--- src/rtl/gpu_instruction_dispatcher.sv ---
// gpu_instruction_dispatcher
// Fetches drawing commands from an instruction FIFO and decodes them. Each command
// is issued in order to the outline engine (A) or the fill engine (B). The block
// tracks which engines are busy, handles SYNC barriers and flags illegal opcodes.
//
// Ports:
//   clk, rst                   clock, synchronous active-high reset
//   fifo_empty_i               FIFO empty flag
//   opcode_i..oct_i            FIFO head word (combinational)
//   pop_instruction_o          one-cycle pop strobe back to the FIFO
//   halt_i                     host pause, blocks new fetches only
//   eng_{a,b}_start_o          one-cycle engine start
//   eng_{a,b}_done_i           one-cycle engine completion
//   eng_{a,b}_abort_o          one-cycle watchdog abort
//   opcode_o..oct_o            registered command bus, held until next capture
//   busy_o                     instruction in flight or any engine busy
//   err_o                      sticky errors: [0] illegal opcode, [1] timeout
//   err_clr_i                  clears err_o
//   irq_o                      one-cycle pulse on any new error
//
// Optional feature: define GPU_DISPATCH_TIMEOUT_EN to add per-engine watchdogs
// that abort an engine after TIMEOUT_CYCLES busy cycles.

`ifndef WIDTH_BITS
`define WIDTH_BITS 10
`endif
`ifndef HEIGHT_BITS
`define HEIGHT_BITS 9
`endif
`ifndef CHANNEL_BITS
`define CHANNEL_BITS 8
`endif

module gpu_instruction_dispatcher #(
    parameter logic [15:0] TIMEOUT_CYCLES = 16'd50000
) (
    input  logic                      clk,
    input  logic                      rst,
    input  logic                      fifo_empty_i,
    input  logic [3:0]                opcode_i,
    input  logic [`WIDTH_BITS-1:0]    x1_i,
    input  logic [`HEIGHT_BITS-1:0]   y1_i,
    input  logic [`WIDTH_BITS-1:0]    x2_i,
    input  logic [`HEIGHT_BITS-1:0]   y2_i,
    input  logic [`WIDTH_BITS-1:0]    rad_i,
    input  logic [`CHANNEL_BITS-1:0]  r_i,
    input  logic [`CHANNEL_BITS-1:0]  g_i,
    input  logic [`CHANNEL_BITS-1:0]  b_i,
    input  logic [2:0]                oct_i,
    output logic                      pop_instruction_o,
    input  logic                      halt_i,
    output logic                      eng_a_start_o,
    output logic                      eng_b_start_o,
    input  logic                      eng_a_done_i,
    input  logic                      eng_b_done_i,
    output logic                      eng_a_abort_o,
    output logic                      eng_b_abort_o,
    output logic [3:0]                opcode_o,
    output logic [`WIDTH_BITS-1:0]    x1_o,
    output logic [`HEIGHT_BITS-1:0]   y1_o,
    output logic [`WIDTH_BITS-1:0]    x2_o,
    output logic [`HEIGHT_BITS-1:0]   y2_o,
    output logic [`WIDTH_BITS-1:0]    rad_o,
    output logic [`CHANNEL_BITS-1:0]  r_o,
    output logic [`CHANNEL_BITS-1:0]  g_o,
    output logic [`CHANNEL_BITS-1:0]  b_o,
    output logic [2:0]                oct_o,
    output logic                      busy_o,
    output logic [1:0]                err_o,
    input  logic                      err_clr_i,
    output logic                      irq_o
);

    typedef enum logic [2:0] {
        ST_IDLE,
        ST_DECODE,
        ST_ISSUE,
        ST_SYNC,
        ST_ERROR
    } state_t;

    localparam logic [3:0] OP_NOP  = 4'd0;
    localparam logic [3:0] OP_SYNC = 4'd7;

    // Command word kept as one packed register so capture/hold is a single mux
    localparam int CMD_W = 4 + 3 * `WIDTH_BITS + 2 * `HEIGHT_BITS + 3 * `CHANNEL_BITS + 3;

    state_t             state_q, state_d;
    logic               busy_a_q, busy_a_d, busy_b_q, busy_b_d;
    logic [1:0]         err_q, err_d;
    logic [CMD_W-1:0]   cmd_q, cmd_d;
    logic               pop, start_a, start_b, illegal;
    logic               abort_a, abort_b;
    logic               target_a;

    // Opcodes 1,2,4,5 draw outlines on engine A; 3 and 6 are fills on engine B
    assign target_a = (cmd_q[CMD_W-1 -: 4] == 4'd1) || (cmd_q[CMD_W-1 -: 4] == 4'd2) ||
                      (cmd_q[CMD_W-1 -: 4] == 4'd4) || (cmd_q[CMD_W-1 -: 4] == 4'd5);

    always_comb begin
        state_d = state_q;
        pop     = 1'b0;
        start_a = 1'b0;
        start_b = 1'b0;
        illegal = 1'b0;
        case (state_q)
            ST_IDLE: begin
                if (!fifo_empty_i && !halt_i) begin
                    pop     = 1'b1;
                    state_d = ST_DECODE;
                end
            end
            ST_DECODE: begin
                if (cmd_q[CMD_W-1 -: 4] == OP_NOP)       state_d = ST_IDLE;
                else if (cmd_q[CMD_W-1 -: 4] == OP_SYNC) state_d = ST_SYNC;
                else if (cmd_q[CMD_W-1])                 state_d = ST_ERROR;
                else                                     state_d = ST_ISSUE;
            end
            ST_ISSUE: begin
                // Head of line blocks: nothing else is fetched until this issues
                if (target_a) begin
                    if (!busy_a_q) begin
                        start_a = 1'b1;
                        state_d = ST_IDLE;
                    end
                end else if (!busy_b_q) begin
                    start_b = 1'b1;
                    state_d = ST_IDLE;
                end
            end
            ST_SYNC: begin
                if (!busy_a_q && !busy_b_q) state_d = ST_IDLE;
            end
            ST_ERROR: begin
                illegal = 1'b1;
                state_d = ST_IDLE;
            end
            default: state_d = ST_IDLE;
        endcase
        // Strobes must stay low while reset is held, even before state settles
        if (rst) begin
            pop     = 1'b0;
            start_a = 1'b0;
            start_b = 1'b0;
            illegal = 1'b0;
        end
    end

    // Busy tracking, error latching and command capture
    always_comb begin
        cmd_d = cmd_q;
        if (pop) begin
            cmd_d = {opcode_i, x1_i, y1_i, x2_i, y2_i, rad_i, r_i, g_i, b_i, oct_i};
        end
        busy_a_d = busy_a_q;
        if (start_a)                          busy_a_d = 1'b1;
        else if (eng_a_done_i || abort_a)     busy_a_d = 1'b0;
        busy_b_d = busy_b_q;
        if (start_b)                          busy_b_d = 1'b1;
        else if (eng_b_done_i || abort_b)     busy_b_d = 1'b0;
        // Clear first so an error in the same cycle still lands
        err_d    = err_clr_i ? 2'b00 : err_q;
        err_d[0] = err_d[0] | illegal;
        err_d[1] = err_d[1] | abort_a | abort_b;
    end

    always_ff @(posedge clk) begin
        if (rst) begin
            state_q  <= ST_IDLE;
            busy_a_q <= 1'b0;
            busy_b_q <= 1'b0;
            err_q    <= 2'b00;
            cmd_q    <= '0;
        end else begin
            state_q  <= state_d;
            busy_a_q <= busy_a_d;
            busy_b_q <= busy_b_d;
            err_q    <= err_d;
            cmd_q    <= cmd_d;
        end
    end

`ifdef GPU_DISPATCH_TIMEOUT_EN
    logic [15:0] cnt_a_q, cnt_a_d, cnt_b_q, cnt_b_d;

    // Counter value is busy cycles minus one, so abort fires exactly
    // TIMEOUT_CYCLES cycles after the start pulse; a done that cycle wins
    assign abort_a = !rst && busy_a_q && !eng_a_done_i && ((cnt_a_q + 16'd1) == TIMEOUT_CYCLES);
    assign abort_b = !rst && busy_b_q && !eng_b_done_i && ((cnt_b_q + 16'd1) == TIMEOUT_CYCLES);

    always_comb begin
        cnt_a_d = cnt_a_q;
        cnt_b_d = cnt_b_q;
        if (start_a)       cnt_a_d = 16'd0;
        else if (busy_a_q) cnt_a_d = cnt_a_q + 16'd1;
        if (start_b)       cnt_b_d = 16'd0;
        else if (busy_b_q) cnt_b_d = cnt_b_q + 16'd1;
    end

    always_ff @(posedge clk) begin
        if (rst) begin
            cnt_a_q <= 16'd0;
            cnt_b_q <= 16'd0;
        end else begin
            cnt_a_q <= cnt_a_d;
            cnt_b_q <= cnt_b_d;
        end
    end
`else
    logic [15:0] unused_timeout;
    assign unused_timeout = TIMEOUT_CYCLES;
    assign abort_a = 1'b0;
    assign abort_b = 1'b0;
`endif

    assign pop_instruction_o = pop;
    assign eng_a_start_o     = start_a;
    assign eng_b_start_o     = start_b;
    assign eng_a_abort_o     = abort_a;
    assign eng_b_abort_o     = abort_b;
    assign irq_o             = illegal | abort_a | abort_b;
    assign busy_o            = !rst && ((state_q != ST_IDLE) || busy_a_q || busy_b_q);
    assign err_o             = err_q;
    assign {opcode_o, x1_o, y1_o, x2_o, y2_o, rad_o, r_o, g_o, b_o, oct_o} = cmd_q;

endmodule
--- config.mk ---
export PLATFORM = sky130hd
export DESIGN_NAME = gpu_instruction_dispatcher
export DESIGN_NICKNAME = d
export VERILOG_FILES = /design/src/rtl/gpu_instruction_dispatcher.sv
export SDC_FILE = /design/constraint.sdc
export NUM_CORES = 1
export LEC_CHECK = 0
export BUFFER_PORTS_ARGS = -buffer_cell sky130_fd_sc_hd__buf_4
export CORE_MARGIN = 2
export CORE_UTILIZATION = 44
export CTS_CLUSTER_DIAMETER = 120
export DETAILED_ROUTE_END_ITERATION = 7
export PLACE_DENSITY = 0.86
export SYNTH_ARGS = -nofsm -noshare
export SYNTH_HDL_FRONTEND = slang
export SYNTH_SLANG_ARGS = --single-unit
--- constraint.sdc ---
create_clock -name clk -period 1.55 [get_ports clk]
set_input_delay 0.0775 -clock clk [delete_from_list [all_inputs] [get_ports clk]]
set_output_delay 0.0775 -clock clk [all_outputs]
set_load 0.01 [all_outputs]
---- After elaboration in Yosys (flattened, before gate mapping) ----
Index checks and enable logic that the tools add are counted.
storage, ports and cells
  register bits ........................... 85
  input bits .............................. 86
  output and inout port bits .............. 88
  logic and storage cells ................. 65
cells by class
  mux-type cells .......................... 27
  bitwise gates (word level) .............. 1
  reduce and logical (&&, ||, !) cells .... 19
  equality and inequality tests ........... 13
operators with widths
  operator              count
  $mux W3               8
  $mux W1               18
  $eq A4 B3 Y1 const B  3
  $pmux W3 S4           1
  $eq A3 B2 Y1 const B  2
  $ne A3 B3 Y1 const B  2
  $logic_not A1 Y1      5
  $logic_or A1 B1 Y1    5
  $eq A4 B1 Y1 const B  1
  $eq A4 B2 Y1 const B  1
  $logic_not A4 Y1      1
  $ne A2 B2 Y1 const B  2
  $reduce_and A4 Y1     1
  $reduce_bool A2 Y1    2
  $eq A3 B1 Y1 const B  1
  $eq A3 B3 Y1 const B  1
  $logic_and A1 B1 Y1   3
  $logic_not A3 Y1      1
  $reduce_bool A3 Y1    1
  $or A1 B1 Y1          1

---- Logic depth before layout (Yosys ltp) ----
  depth in word-level cells ............... 8
  gate-level depth with buffers ........... 7
  gate-level depth less buffers ........... 4

---- Least setup slack after synthesis ----
OpenSTA, ideal clock, no wires.
  path kind ............................... register to register
  start ................................... register cmd_q[75]
  end ..................................... register busy_a_q
  setup slack ............................. 112 ps
  path buffers ............................ 0
  period minus slack after synthesis ...... 1438 ps
  required time ........................... 1480 ps
  stages on the path, launching flop included .. 5
  library setup time ...................... 70 ps
  arrival ................................. 1368 ps
  cells stage by stage .................... dfxtp_1 -> nor3_1 -> or3_4 -> or3_1 -> a21oi_1
between the ends
  cells in the longest elaborated chain, start to end .. 8
  elaborated cells between the ends (all ways) .. 12
  classes of those cells .................. 4 x eq/ne; 4 x mux; 4 x reduce/logical
ends and longest elaborated chain
  element                                        line  text
  start: declaration                             91    logic [CMD_W-1:0] cmd_q, cmd_d;
  start signal: assignment                       179   cmd_q <= cmd_d;
  $eq A4 B1 Y1 or $eq A4 B2 Y1 (tied branches)   97    assign target_a = (cmd_q[CMD_W-1 -: 4] == 4'd1) || (cmd_q[CMD_W-1 -: 4] == 4'd2) ||
  $logic_or A1 B1 Y1 (2 in series)               97
  $logic_or A1 B1 Y1 *                           98    (cmd_q[CMD_W-1 -: 4] == 4'd4) || (cmd_q[CMD_W-1 -: 4] == 4'd5);
  $mux W1 *                                      121   if (target_a) begin
  $mux W1 *                                      106   case (state_q)
  $mux W1 *                                      141   if (rst) begin
  $mux W1 or $reduce_bool A2 Y1 (tied branches)  n/a
  end signal: assignment                         176   busy_a_q <= busy_a_d;
  end: declaration                               89    logic busy_a_q, busy_a_d, busy_b_q, busy_b_d;
Mark *: on every way between the ends. The rest lies on a longest branch, timed or not.
A chain may end at the register's enable or synchronous reset.

---- Worst setup path after layout ----
  start ................................... register cmd_q[75]
  end ..................................... output port eng_a_start_o
between the ends
  cells in the longest elaborated chain, start to end .. 7
  elaborated cells between the ends (all ways) .. 10
  classes of those cells .................. 4 x eq/ne; 3 x mux; 3 x reduce/logical
ends and longest elaborated chain
  element                                       line  text
  $eq A4 B1 Y1 or $eq A4 B2 Y1 (tied branches)  97
  $logic_or A1 B1 Y1 (2 in series)              97
  $logic_or A1 B1 Y1 *                          98
  $mux W1 *                                     121
  $mux W1 *                                     106
  $mux W1 *                                     141
  end: declaration                              52    output logic eng_a_start_o,
Marked as above.

==> flow_summary.toml <==
[sta]
setup_slack_ns = -0.122
min_period_over_period_pct = 108
setup_viol = 4
setup-tns-final_ns = -0.281
drv_slew = 0
worst_pin_slew_ns = 0.540
slew_headroom_pct = 63.5
clock_skew_ns = 0.00986
finalHoldViolations = 0
fmax_mhz = 598
rsz0062_at_grt = "yes"
finalCriticalPeriod_ns = 1.67

[status]
outcome = "complete, but fails checks"
violations = "setup timing"

[detailed_routing]
drt_pre_antenna_iters = 4
first_iter_violations = 183
wire_per_inst_um = 15.4
num_vias = 3642
post-route-drc-count = 0
vias_per_cell = 4.96
totalWireLength_um = 11300
antenna_left = 0

[finish]
final_util_pct = 81.9
antennaDiodeCount = 0
syn_to_final_growth_pct = 80.0
final_area_um2 = 5570
num-fill-cells = 411
final_nets = 720
drive_gt1_share_pct = 34.3

[global_route]
antenna_found_initial = 0
grt_start_max_net_pins = 42
track_usage_pct = 28.8
grt_pass1_wl_um = 17300
grt-ovfl-total = 0
grt_pass1_vias = 3649

[critical_path]
regToRegSetupSlack_ns = -0.11
r2r_cells = 5
critical_path_class = "flop to primary output"
crit_end = "eng_a_start_o"
rr_startpoint = "cmd_q[75]$_SDFFE_PP0P_"
crit_path_end_kind = "primary output"
crit_required_ns = 1.47
critPathLaunch = "cmd_q[75]$_SDFFE_PP0P_"
crit_arrival_ns = 1.59
rr_endpoint = "busy_a_q$_SDFFE_PP0P_"
crit_path_max_fanout = 4
startpoint_type = "flop"

[clock_tree]
htree_levels = 3
clock_path_buffers = 2
clk_pin_slew_worst_paths_ns = 0.07
cts_buffers = 9
clock_sinks = 85
tritoncts = "yes"
clk_latency_ns = 0.33
root_buffer = "clkbuf_8"

[placed_design]
place_hpwl_um = 5890
gp_congestion = 0.792
placed_area_um2 = 4440
numPortBuffers = 170
place_ws_ns = 0.0475

[logic_synthesis]
synth_edf_count = 0
syn_avg_cell_area_um2 = 7.87
synth_top_cell_area_share_pct = 55.0
synthFlopType = "dfxtp_1"
yosys_warnings = 0
synth_largest_area_cell = "dfxtp_1"
async_reset_ff_share_pct = 0
ys_top_cells_by_area = "dfxtp_1, nand2_1, a21oi_1, clkbuf_1, buf_4"
syn_area_um2 = 3090
synth_seq_cells = 85
synthDistinctLibCells = 26
syn_inst = 393
synth-seq-area-share_pct = 55.0

[floorplan]
rows = 30
core_um2 = 6790
die_w_um = 87.8
dieArea_um2 = 7710
die_h_um = 87.8
initial_utilization_pct = 45.5
io-pin-count = 174

[power_and_ir_drop]
ir_worst_vdd_v = 0.000560
p_per_area_nw_per_um2 = 881
combPwrFrac_pct = 19.1
power.total_mw = 4.91
p_seq_share_pct = 48.0
swShare_pct = 24.7
intPower_mw = 3.69
power_frac_clock_pct = 32.9
p_leak_nw = 2.44
p_switching_mw = 1.21

[min_path]
holdCritPathClass = "primary input to flop"

[flow_run]
maxCapViolations = 0
registers in the layout (all words and copies together), names as in the netlist:
signal / count
busy_b_q: 1
busy_a_q: 1
err_o: 1
state_q: 3
cmd_q: 79
layout by cell type, fill, tap and decap left out, drive strengths merged, types with 3 or more instances in the layout:
master	count
nor3	4
dlygate4sd3	75
nand2	160
conb	3
dfxtp	85
buf	181
a21oi	82
clkbuf	13
nor2	9
kinds of logic after synthesis:
family                 share of synthesized area (%)
AOI/OAI and AO/OA                               14.8
buffers and inverters                           4.53
DFF                                             55.0
muxes                                          0.324
other                                          0.121
and+or+nand+nor                                 25.2
synth_stat cells, types with 2 or more instances:
library cell	count
nand2_1	160
dfxtp_1	85
a21oi_1	82
clkbuf_1	18
nor2_1	9
buf_2	7
buf_4	5
nor3_1	3
nor2b_1	2
nor3b_1	2
nor4_1	2
nor4b_1	2
o21a_1	2
or3b_2	2
power groups by stage:
| stage | Clock, mW | Combinational (mW) | Sequential (mW) |
|---|---|---|---|
| after global placement | 0 | 0.684 | 2.39 |
| after floorplan | 0 | 0.262 | 2.44 |
| after CTS | 1.64 | 0.900 | 2.35 |
| after global routing | 1.72 | 1.00 | 2.37 |
| after detailed placement | 0 | 0.697 | 2.40 |
| final | 1.61 | 0.935 | 2.36 |
metrics by stage:
step	std cells	hold slack [ns]
2_1_floorplan	395	0.213
3_3_place_gp	637	0.323
3_5_place_dp	637	0.332
4_1_cts	735	0.00212
5_1_grt	735	0.00152
6_report	735	0.0152
worst max-delay path: stages (launching register included):
cell,delay [ns]
dfxtp_2,0.35
o21a_1,0.19
or3_4,0.41
nor4_4,0.15
buf_4,0.17
how the worst min path moves through the flow:
stage,start,end,cells past startpoint
floorplan,oct_i[0],cmd_q[0]$_SDFFE_PP0P_,2
global placement,y2_i[2],cmd_q[39]$_SDFFE_PP0P_,3
detailed placement,b_i[6],cmd_q[9]$_SDFFE_PP0P_,3
CTS,y1_i[6],cmd_q[62]$_SDFFE_PP0P_,3
global route,y1_i[6],cmd_q[62]$_SDFFE_PP0P_,3
finish,x1_i[9],cmd_q[74]$_SDFFE_PP0P_,3
layout make-up:
cell class	instances	area [µm²]	area share, %
Multi-Input combinational cell	280	1310	23.6
Clock buffer	13	169	3.04
Tap cell	96	120	2.16
Timing Repair Buffer	258	2210	39.7
Sequential cell	85	1710	30.7
Clock inverter	3	42.5	0.764
per-layer routing:
layer	vias up	wire length, µm	GRT usage [%]
met5	-	0	0
met4	0	424	12.3
met3	37	864	6.13
met2	186	5750	52.8
met1	1670	4310	31.9
li1	1749	-	-
what timing repair did:
| action | 4_1_cts | 5_1_grt |
|---|---|---|
| resized for setup | 9 | 7 |
| cloned | 2 | 0 |
| pin swaps | 5 | 0 |
| endpoints found under the hold margin | 75 | 0 |
| endpoints found under the setup margin | 4 | 7 |
| hold buffers | 75 | 0 |
| setup buffers | 5 | 0 |
(Power assumes the default switching activity.)
